--- config.mk ---
export PLATFORM = sky130hd
export DESIGN_NAME = data_mem_arbiter_flat
export DESIGN_NICKNAME = d
export VERILOG_FILES = /design/src/rtl/data_mem_arbiter_if.sv /design/src/rtl/data_mem_arbiter.sv /design/src/flat_wrapper.sv
export SDC_FILE = /design/constraint.sdc
export NUM_CORES = 1
export LEC_CHECK = 0
export BUFFER_PORTS_ARGS = -buffer_cell sky130_fd_sc_hd__buf_2
export CORE_AREA = 2 2 168 170
export DETAILED_ROUTE_END_ITERATION = 10
export DIE_AREA = 0 0 170 172
export PLACE_DENSITY = 0.75
export SYNTH_ARGS = -nofsm -noshare
export SYNTH_HDL_FRONTEND = slang
export SYNTH_SLANG_ARGS = --single-unit
--- constraint.sdc ---
create_clock -name clk -period 10.2 [get_ports clk]
set_input_delay 1.53 -clock clk [delete_from_list [all_inputs] [get_ports clk]]
set_output_delay 1.53 -clock clk [all_outputs]
set_load 0.05 [all_outputs]
--- src/rtl/data_mem_arbiter_if.sv ---
// Bus bundle for the two-port data-memory arbiter: two requester ports,
// the 32-bit-beat data-memory side, and status/debug outputs.
interface data_mem_arbiter_if;
    // Handshake: a requester raises req (with we/addr/wdata stable) and holds it
    // until it sees its one-cycle gnt pulse; the arbiter samples req only while
    // idle and answers with a one-cycle done pulse, rdata valid in that cycle.
    logic        a_req;
    logic        a_we;
    logic [9:0]  a_addr;
    logic [63:0] a_wdata;
    logic        a_gnt;
    logic        a_done;
    logic [63:0] a_rdata;

    logic        b_req;
    logic        b_we;
    logic [9:0]  b_addr;
    logic [63:0] b_wdata;
    logic        b_gnt;
    logic        b_done;
    logic [63:0] b_rdata;

    logic [9:0]  mem_addr;
    logic [63:0] mem_wdata;
    logic        mem_read;
    logic        mem_write;
    logic [63:0] mem_rdata;

    logic        busy;
    logic [1:0]  dbg_state;

    // Arbiter side
    modport slave (
        input  a_req, a_we, a_addr, a_wdata,
        input  b_req, b_we, b_addr, b_wdata,
        input  mem_rdata,
        output a_gnt, a_done, a_rdata,
        output b_gnt, b_done, b_rdata,
        output mem_addr, mem_wdata, mem_read, mem_write,
        output busy, dbg_state
    );

    // Requester / memory-model side
    modport master (
        output a_req, a_we, a_addr, a_wdata,
        output b_req, b_we, b_addr, b_wdata,
        output mem_rdata,
        input  a_gnt, a_done, a_rdata,
        input  b_gnt, b_done, b_rdata,
        input  mem_addr, mem_wdata, mem_read, mem_write,
        input  busy, dbg_state
    );
endinterface

--- src/rtl/data_mem_arbiter.sv ---
// Two-port arbiter onto a 32-bit data memory. Each 64-bit access is split
// into two big-endian beats: LO (addr, high word) then HI (addr+4, low word).
module data_mem_arbiter #(
    parameter bit PRIO_A = 1'b0   // 1: A wins ties; 0: round-robin on ties
) (
    input  logic              clk,
    input  logic              rst,
    data_mem_arbiter_if.slave bus
);

    typedef enum logic [1:0] {
        S_IDLE = 2'd0,
        S_LO   = 2'd1,
        S_HI   = 2'd2,
        S_RESP = 2'd3
    } state_t;

    state_t      r_state;
    state_t      w_next;
    logic        r_owner_b;    // current owner: 0 = A, 1 = B
    logic        r_prefer_b;   // tie-break favours B when set
    logic        r_we;
    logic [9:0]  r_addr;
    logic [63:0] r_wdata;
    logic [31:0] r_rd_hi;      // high read word captured at end of LO
    logic [63:0] r_a_rdata;
    logic [63:0] r_b_rdata;
    logic        w_any_req;
    logic        w_pick_b;
    logic [9:0]  w_hi_addr;

    assign w_any_req = bus.a_req | bus.b_req;
    assign w_hi_addr = r_addr + 10'd4;   // wraps modulo 1024

    // Arbitration: lone requester wins; ties go to A or the round-robin pick
    always_comb begin
        w_pick_b = 1'b0;
        if (bus.b_req && !bus.a_req) begin
            w_pick_b = 1'b1;
        end else if (bus.a_req && bus.b_req) begin
            w_pick_b = PRIO_A ? 1'b0 : r_prefer_b;
        end
    end

    // State register
    always_ff @(posedge clk or posedge rst) begin
        if (rst) r_state <= S_IDLE;
        else     r_state <= w_next;
    end

    // Next-state logic: fixed one-cycle LO, HI and RESP phases
    always_comb begin
        w_next = r_state;
        case (r_state)
            S_IDLE:  if (w_any_req) w_next = S_LO;
            S_LO:    w_next = S_HI;
            S_HI:    w_next = S_RESP;
            S_RESP:  w_next = S_IDLE;
            default: w_next = S_IDLE;
        endcase
    end

    // Transaction latch, read capture and round-robin pointer
    always_ff @(posedge clk or posedge rst) begin
        if (rst) begin
            r_owner_b  <= 1'b0;
            r_prefer_b <= 1'b0;
            r_we       <= 1'b0;
            r_addr     <= '0;
            r_wdata    <= '0;
            r_rd_hi    <= '0;
            r_a_rdata  <= '0;
            r_b_rdata  <= '0;
        end else begin
            case (r_state)
                S_IDLE: begin
                    if (w_any_req) begin
                        r_owner_b <= w_pick_b;
                        r_we      <= w_pick_b ? bus.b_we    : bus.a_we;
                        r_addr    <= w_pick_b ? bus.b_addr  : bus.a_addr;
                        r_wdata   <= w_pick_b ? bus.b_wdata : bus.a_wdata;
                    end
                end
                S_LO: begin
                    r_rd_hi <= bus.mem_rdata[31:0];
                end
                S_HI: begin
                    // Port rdata only changes as RESP begins, so it holds until done
                    if (r_owner_b) r_b_rdata <= r_we ? 64'h0 : {r_rd_hi, bus.mem_rdata[31:0]};
                    else           r_a_rdata <= r_we ? 64'h0 : {r_rd_hi, bus.mem_rdata[31:0]};
                end
                S_RESP: begin
                    r_prefer_b <= ~r_owner_b;
                end
                default: ;
            endcase
        end
    end

    // Outputs decoded from state; reset forces IDLE so all strobes drop at once
    always_comb begin
        bus.a_gnt     = 1'b0;
        bus.b_gnt     = 1'b0;
        bus.a_done    = 1'b0;
        bus.b_done    = 1'b0;
        bus.mem_addr  = '0;
        bus.mem_wdata = '0;
        bus.mem_read  = 1'b0;
        bus.mem_write = 1'b0;
        bus.busy      = (r_state != S_IDLE);
        case (r_state)
            S_LO: begin
                bus.a_gnt     = ~r_owner_b;
                bus.b_gnt     = r_owner_b;
                bus.mem_addr  = r_addr;
                bus.mem_wdata = {32'h0, r_wdata[63:32]};
                bus.mem_write = r_we;
                bus.mem_read  = ~r_we;
            end
            S_HI: begin
                bus.mem_addr  = w_hi_addr;
                bus.mem_wdata = {32'h0, r_wdata[31:0]};
                bus.mem_write = r_we;
                bus.mem_read  = ~r_we;
            end
            S_RESP: begin
                bus.a_done = ~r_owner_b;
                bus.b_done = r_owner_b;
            end
            default: ;
        endcase
    end

    assign bus.a_rdata   = r_a_rdata;
    assign bus.b_rdata   = r_b_rdata;
    assign bus.dbg_state = r_state;

endmodule

--- src/flat_wrapper.sv ---
// flat-port wrapper written by rule: the top's interface ports become plain ports
module data_mem_arbiter_flat 
#(
    parameter bit PRIO_A = 1'b0                                            
)
  (clk, rst, bus_a_req, bus_a_we, bus_a_addr, bus_a_wdata, bus_b_req, bus_b_we, bus_b_addr, bus_b_wdata, bus_mem_rdata, bus_a_gnt, bus_a_done, bus_a_rdata, bus_b_gnt, bus_b_done, bus_b_rdata, bus_mem_addr, bus_mem_wdata, bus_mem_read, bus_mem_write, bus_busy, bus_dbg_state);
  data_mem_arbiter_if bus_i ();
  input  logic clk;
  input  logic rst;
  input wire logic [$bits(bus_i.a_req)-1:0] bus_a_req;
  input wire logic [$bits(bus_i.a_we)-1:0] bus_a_we;
  input wire logic [$bits(bus_i.a_addr)-1:0] bus_a_addr;
  input wire logic [$bits(bus_i.a_wdata)-1:0] bus_a_wdata;
  input wire logic [$bits(bus_i.b_req)-1:0] bus_b_req;
  input wire logic [$bits(bus_i.b_we)-1:0] bus_b_we;
  input wire logic [$bits(bus_i.b_addr)-1:0] bus_b_addr;
  input wire logic [$bits(bus_i.b_wdata)-1:0] bus_b_wdata;
  input wire logic [$bits(bus_i.mem_rdata)-1:0] bus_mem_rdata;
  output wire logic [$bits(bus_i.a_gnt)-1:0] bus_a_gnt;
  output wire logic [$bits(bus_i.a_done)-1:0] bus_a_done;
  output wire logic [$bits(bus_i.a_rdata)-1:0] bus_a_rdata;
  output wire logic [$bits(bus_i.b_gnt)-1:0] bus_b_gnt;
  output wire logic [$bits(bus_i.b_done)-1:0] bus_b_done;
  output wire logic [$bits(bus_i.b_rdata)-1:0] bus_b_rdata;
  output wire logic [$bits(bus_i.mem_addr)-1:0] bus_mem_addr;
  output wire logic [$bits(bus_i.mem_wdata)-1:0] bus_mem_wdata;
  output wire logic [$bits(bus_i.mem_read)-1:0] bus_mem_read;
  output wire logic [$bits(bus_i.mem_write)-1:0] bus_mem_write;
  output wire logic [$bits(bus_i.busy)-1:0] bus_busy;
  output wire logic [$bits(bus_i.dbg_state)-1:0] bus_dbg_state;
  assign bus_i.a_req = bus_a_req;
  assign bus_i.a_we = bus_a_we;
  assign bus_i.a_addr = bus_a_addr;
  assign bus_i.a_wdata = bus_a_wdata;
  assign bus_i.b_req = bus_b_req;
  assign bus_i.b_we = bus_b_we;
  assign bus_i.b_addr = bus_b_addr;
  assign bus_i.b_wdata = bus_b_wdata;
  assign bus_i.mem_rdata = bus_mem_rdata;
  assign bus_a_gnt = bus_i.a_gnt;
  assign bus_a_done = bus_i.a_done;
  assign bus_a_rdata = bus_i.a_rdata;
  assign bus_b_gnt = bus_i.b_gnt;
  assign bus_b_done = bus_i.b_done;
  assign bus_b_rdata = bus_i.b_rdata;
  assign bus_mem_addr = bus_i.mem_addr;
  assign bus_mem_wdata = bus_i.mem_wdata;
  assign bus_mem_read = bus_i.mem_read;
  assign bus_mem_write = bus_i.mem_write;
  assign bus_busy = bus_i.busy;
  assign bus_dbg_state = bus_i.dbg_state;
  data_mem_arbiter #(.PRIO_A(PRIO_A)) u_core (.clk(clk), .rst(rst), .bus(bus_i));
endmodule
## Yosys cells after proc, flatten, opt, wreduce, memory -nomap -nowiden

Cells that the tools add are included.
W data, S select, Z words.

| cells by class | value |
|---|---|
| equality and inequality tests | 4 |
| mux-type cells | 16 |
| reductions and logical operators | 9 |
| shifts and indexed selects | 0 |
| multiply operators | 0 |
| add/sub/neg operators | 1 |
| div/mod/pow operators | 0 |
| bitwise gates (word level) | 3 |
| $lt $le $gt $ge | 0 |

Operators by type and width:

| cell | number |
|---|---|
| $mux W64 | 2 |
| $pmux W32 S2 | 1 |
| $pmux W10 S2 | 1 |
| $add A10 B3 Y10 const B | 1 |
| $mux W10 | 1 |
| $mux W1 | 9 |
| $pmux W2 S4 | 1 |
| $reduce_and A2 Y1 | 3 |
| $eq A2 B2 Y1 const B | 2 |
| $eq A2 B1 Y1 const B | 1 |
| $logic_and A1 B1 Y1 | 2 |
| $logic_not A2 Y1 | 1 |
| $mux W2 | 1 |
| $ne A2 B1 Y1 const B | 1 |
| $not A1 Y1 | 2 |
| $reduce_bool A2 Y1 | 1 |
| $reduce_or A2 Y1 | 1 |
| $logic_not A1 Y1 | 1 |
| $or A1 B1 Y1 | 1 |

| storage, ports and cells | value |
|---|---|
| flip-flop bits (word level) | 239 |
| logic and storage cells | 42 |
| memories | 0 |
| input port bits | 218 |
| memory bits (read-only) | 0 |
| latch bits | 0 |
| memory bits (writable) | 0 |
| output and inout bits | 211 |

## Depth between registers and ports, before layout

| logic depth | value |
|---|---|
| depth after elaboration | 4 |
| gate-level depth with buffers | 9 |
| gate-level depth less buffers | 5 |

## Worst setup path before layout

No wires, ideal clock.

| timing path | value |
|---|---|
| path kind | flip-flop to output port |
| start point | register u_core.r_state[0], in the netlist u_core.bus.dbg_state[0] |
| end point | output bus_mem_addr[5] |
| path slack | 6193 ps |
| cell stages (with the launch flop) | 7 |
| path buffers | 1 |
| required time | 8670 ps |
| arrival time | 2477 ps |
| cells stage by stage | dfrtp_1 -> inv_1 -> ha_1 -> buf_2 -> inv_2 -> or3_1 -> o22ai_1 |

| on the way | value |
|---|---|
| word-level cells in the longest chain between the ends | 2 |
| elaborated cells between the ends (all ways) | 3 |
| those cells by class | eq/ne: 2; mux: 1 |

RTL lines:

| element | line | RTL |
|---|---|---|
| start: declaration | data_mem_arbiter.sv:18 | `state_t r_state;` |
| start signal: assignment | data_mem_arbiter.sv:48 | `else r_state <= w_next;` |
| $eq A2 B2 Y1 or $eq A2 B1 Y1 (tied branches) | data_mem_arbiter.sv:111 | `case (r_state)` |
| $pmux W10 S2 (*) | data_mem_arbiter.sv:111 |  |
| end: declaration | flat_wrapper.sv:25 | `output wire logic [$bits(bus_i.mem_addr)-1:0] bus_mem_addr;` |

Every way passes the cells marked *; elsewhere a longest branch is shown, timed or not.

## Worst setup path in the final report

Same ends and word-level chain as after synthesis.

==> impl_summary.txt <==
----------------------------------------------------
[Outcome]
  Result of the run ... complete, no violations

[Detailed routing]
  DRC marker count from the first detailed-route iteration ... 733
  Vias after detailed routing ... 9459
  Residual antenna-violating net count after detailed routing ... 0
  TritonRoute pass-1 iters ... 5
  Routed WL per cell ... 16.9 um
  Via count normalized by instance count ... 5.20
  DRT Wirelength ... 30.7 mm
  Post-route DRC violation count ... 0

[Timing]
  Unrepaired setup endpoints after global routing ... no
  Highest clock rate ... 0.225 GHz
  Final count of hold timing violations ... 0
  Relative slew slack ... 0.338
  Final number of setup-violating endpoints ... 0
  Max Transition Viols Final ... 0
  Time the final worst path needs with I/O delays and setup ... 4.44 ns
  Final Hold Slack ... 0.478 ns
  Fin crit share ... 0.435
  Fin Setup TNS ... 0 ns
  Worst Clk Skew ... 0.00700 ns
  Slew at the pin with the worst max-slew slack ... 0.992 ns

[Cells and area]
  Filler Cells Inserted ... 2567
  Area taken by multi-input logic gates ... 4490 um^2
  Signed area change from the synthesized netlist to the final layout ... 22.9%
  Fraction of final layout cells sized beyond drive strength 1 ... 0.310
  Register area ... 5980 um^2
  Nets@finish ... 1683

[Critical path]
  Critical Path End Type ... output port
  FF-to-FF setup slack ... 7.44 ns
  Crit Reg-Reg Endpoint ... u_core.bus.a_rdata[33]
  Count of cells along the worst register-to-register path ... 6
  Critical Path Fanout Max ... 41
  Class of the most critical setup path ... flip-flop to output port
  Launch point of the worst reg-to-reg path ... u_core.bus.dbg_state[0]
  Kind of start point of the critical path ... flip-flop
  Required time at the worst-slack endpoint ... 8.67 ns
  Data arrival at the endpoint of the critical path ... 2.91 ns

[Hold path]
  Worst Hold Class ... flip-flop to flip-flop
  Worst hold path cell count ... 2
  Start point of the worst hold path ... u_core.bus.b_rdata[18]
  Worst Hold End ... u_core.bus.b_rdata[18]

[Pwr]
  Combinational fraction of design power ... 0.543
  Total leakage power ... 6.49 nW
  Switching fraction of total power ... 0.518
  Power per unit of standard cell area ... 399 nW/um^2
  Worst vdd rail ir drop ... 0.173 mV
  Seq pwr share ... 0.302
  Internal ... 2.62 mW
  Power spent charging and discharging nets ... 2.81 mW
  Power share of the clock group ... 0.155

[Yosys]
  Register area share after synthesis ... 0.540
  Post-Syn Area ... 11100 um^2
  Flops & latches, synth ... 239
  Yosys warnings ... 0
  Avg Inst Size Synth ... 9.55 um^2
  Instance count of the mapped netlist ... 1159
  Netlist cell types ... 40

[CTS]
  Post-CTS setup repair buffer count ... 0
  Htree depth ... 1
  Number of cells upsized or downsized after cts ... 0
  Clock Sinks ... 239
  CTS tree ... built
  Worst-case clock buffer depth ... 3
  Clock slew at the register clock pins of the worst setup and hold paths ... 0.06 ns
  Later-pin clock latency in the skew report ... 0.52 ns
  Cts bufs inserted ... 25
  Clock Tree Root ... sky130_fd_sc_hd__clkbuf_16
  CTS Hold Bufs ... 0

[Global routing]
  Maximum number of pins on one net before global-route repair ... 119
  Number of antenna violations at the first check in global routing ... 2
  Wire length of the first global-routing pass ... 47.5 mm
  Overall overflow remaining after global route ... 0
  Total GRT Usage ... 0.202
  Number of global-route vias before repair ... 8834

[Placement]
  GPL Wtd Cong ... 0.814
  DP HPWL ... 21.2 mm
  Number of buffer cells added on primary ports ... 364

[Floorplanning]
  Initial Utilization ... 0.403
  Die W ... 170 um
  Vertical die dimension ... 172 um
  I/O Pins ... 429
  Area of the core ... 27500 um^2
  DIE AREA ... 29200 um^2
  Core Rows ... 61

[Flow run]
  Maximum Capacitance Violations ... 0

----------------------------------------------------
==> power by group through the flow <==
stage	Sequential, mW	Clock [mW]	Combinational (mW)
3_3_place_gp	1.63	0	2.93
6_report	1.64	0.843	2.95
3_5_place_dp	1.65	0	2.97
4_1_cts	1.64	0.864	2.98
5_1_grt	1.69	0.900	3.18
2_1_floorplan	2.32	0	1.60
==> layout make-up <==
class	instances	share of cell area
sequential	239	0.440
tap	346	0.0318
inverter	8	0.00276
timing repair buffer	377	0.141
multi-input combinational	808	0.330
clock inverter	6	0.00257
clock buffer	34	0.0521
antenna	1	0.000184
==> sequential cells by signal (all words and copies together), names as in the netlist <==
name                  count
u_core.bus.a_rdata       64
u_core.bus.b_rdata       64
u_core.bus.dbg_state      2
u_core.r_addr            10
u_core.r_owner_b          1
u_core.r_prefer_b         1
u_core.r_rd_hi           32
u_core.r_wdata           64
u_core.r_we               1
==> critical path, stage by stage, from the launching register on <==
cell                      delay [ns]
sky130_fd_sc_hd__dfrtp_1        0.45
sky130_fd_sc_hd__inv_1          0.13
sky130_fd_sc_hd__ha_1           0.55
sky130_fd_sc_hd__inv_2          0.04
sky130_fd_sc_hd__buf_4          0.28
sky130_fd_sc_hd__or3_1          0.42
sky130_fd_sc_hd__o22ai_1        0.18
sky130_fd_sc_hd__buf_2          0.30
==> per-layer routing <==
metal  global-route usage  routed length, um  up-vias  share of wire
met1                0.256              12700     4480           0.41
li1                     -                  -     4545              -
met3               0.0478               2590       40          0.084
met4               0.0427                472        4          0.015
met2                0.354              15000      390           0.49
met5                    0                 27        -        0.00088
==> synthesized netlist by cell type (all sizes together) <==
library cell    n  area, um^2
o32ai           1        8.76
nand4           1        6.26
nand2         137         514
o21a            1        7.51
or3             2        12.5
inv             8        30.0
conb            1        3.75
mux2i           1        10.0
clkbuf         53         219
o21ai         204        1020
nor3            1        5.00
dfrtp         239        5980
a22oi          34         255
o211ai          2        15.0
nand3b         75         563
nor2b           3        21.3
nor2          113         424
ha              6        75.1
nand2b         65         407
xor2            1        8.76
or4             3        22.5
and2            3        18.8
a31oi          77         482
o22ai           2        12.5
a21oi           3        15.0
nor3b           1        7.51
or2             1        6.26
o2111ai         1        8.76
nand3           4        25.0
buf            82         509
mux2           32         360
and3            2        12.5
==> kinds of logic (layout without fill, tap and decap cells) <==
group / Yosys count / in the layout / share of synthesized area
fa+ha+maj: 6 / 6 / 0.00678
flops: 239 / 239 / 0.540
other cells: 1 / 33 / 0.000339
mux: 33 / 33 / 0.0335
buf+inv: 143 / 425 / 0.0685
xor+xnor: 1 / 1 / 0.000791
compound gates: 325 / 325 / 0.165
simple gates: 411 / 411 / 0.185
==> how the worst max path moves through the flow <==
stage | from | to
5_1_grt | u_core.bus.dbg_state[0] | bus_mem_addr[5]
4_1_cts | u_core.bus.dbg_state[0] | bus_mem_addr[5]
6_report | u_core.bus.dbg_state[0] | bus_mem_addr[5]
2_1_floorplan | rst | u_core.bus.a_rdata[0]
3_5_place_dp | u_core.bus.dbg_state[0] | bus_mem_addr[5]
3_3_place_gp | u_core.bus.dbg_state[0] | bus_mem_addr[5]
==> stage by stage <==
stage / area (um^2) / cells / power, mW / utilization / worst slack [ns]
4_1_cts: 13600 / 1818 / 5.48 / 0.495 / 5.71
3_5_place_dp: 12900 / 1778 / 4.62 / 0.468 / 6.26
5_1_grt: 13600 / 1818 / 5.77 / 0.495 / 5.62
3_3_place_gp: 12900 / 1778 / 4.56 / 0.468 / 6.32
6_report: 13600 / 1819 / 5.43 / 0.495 / 5.76
2_1_floorplan: 11200 / 1190 / 3.92 / - / 2.11
==> cell usage in the layout, fill, tap and decap left out, types with 13 or more instances in the layout <==
master and instances:
sky130_fd_sc_hd__mux2_2 32, sky130_fd_sc_hd__o21ai_1 114, sky130_fd_sc_hd__nand2_1 136, sky130_fd_sc_hd__nand2b_1 64, sky130_fd_sc_hd__buf_4 13, sky130_fd_sc_hd__conb_1 32, sky130_fd_sc_hd__buf_2 364, sky130_fd_sc_hd__nand3b_1 75
sky130_fd_sc_hd__o21ai_0 90, sky130_fd_sc_hd__clkbuf_16 25, sky130_fd_sc_hd__nor2_1 113, sky130_fd_sc_hd__a22oi_1 34, sky130_fd_sc_hd__dfrtp_1 238, sky130_fd_sc_hd__a31oi_1 77
Note: power is estimated with default switching activity, not from simulation.
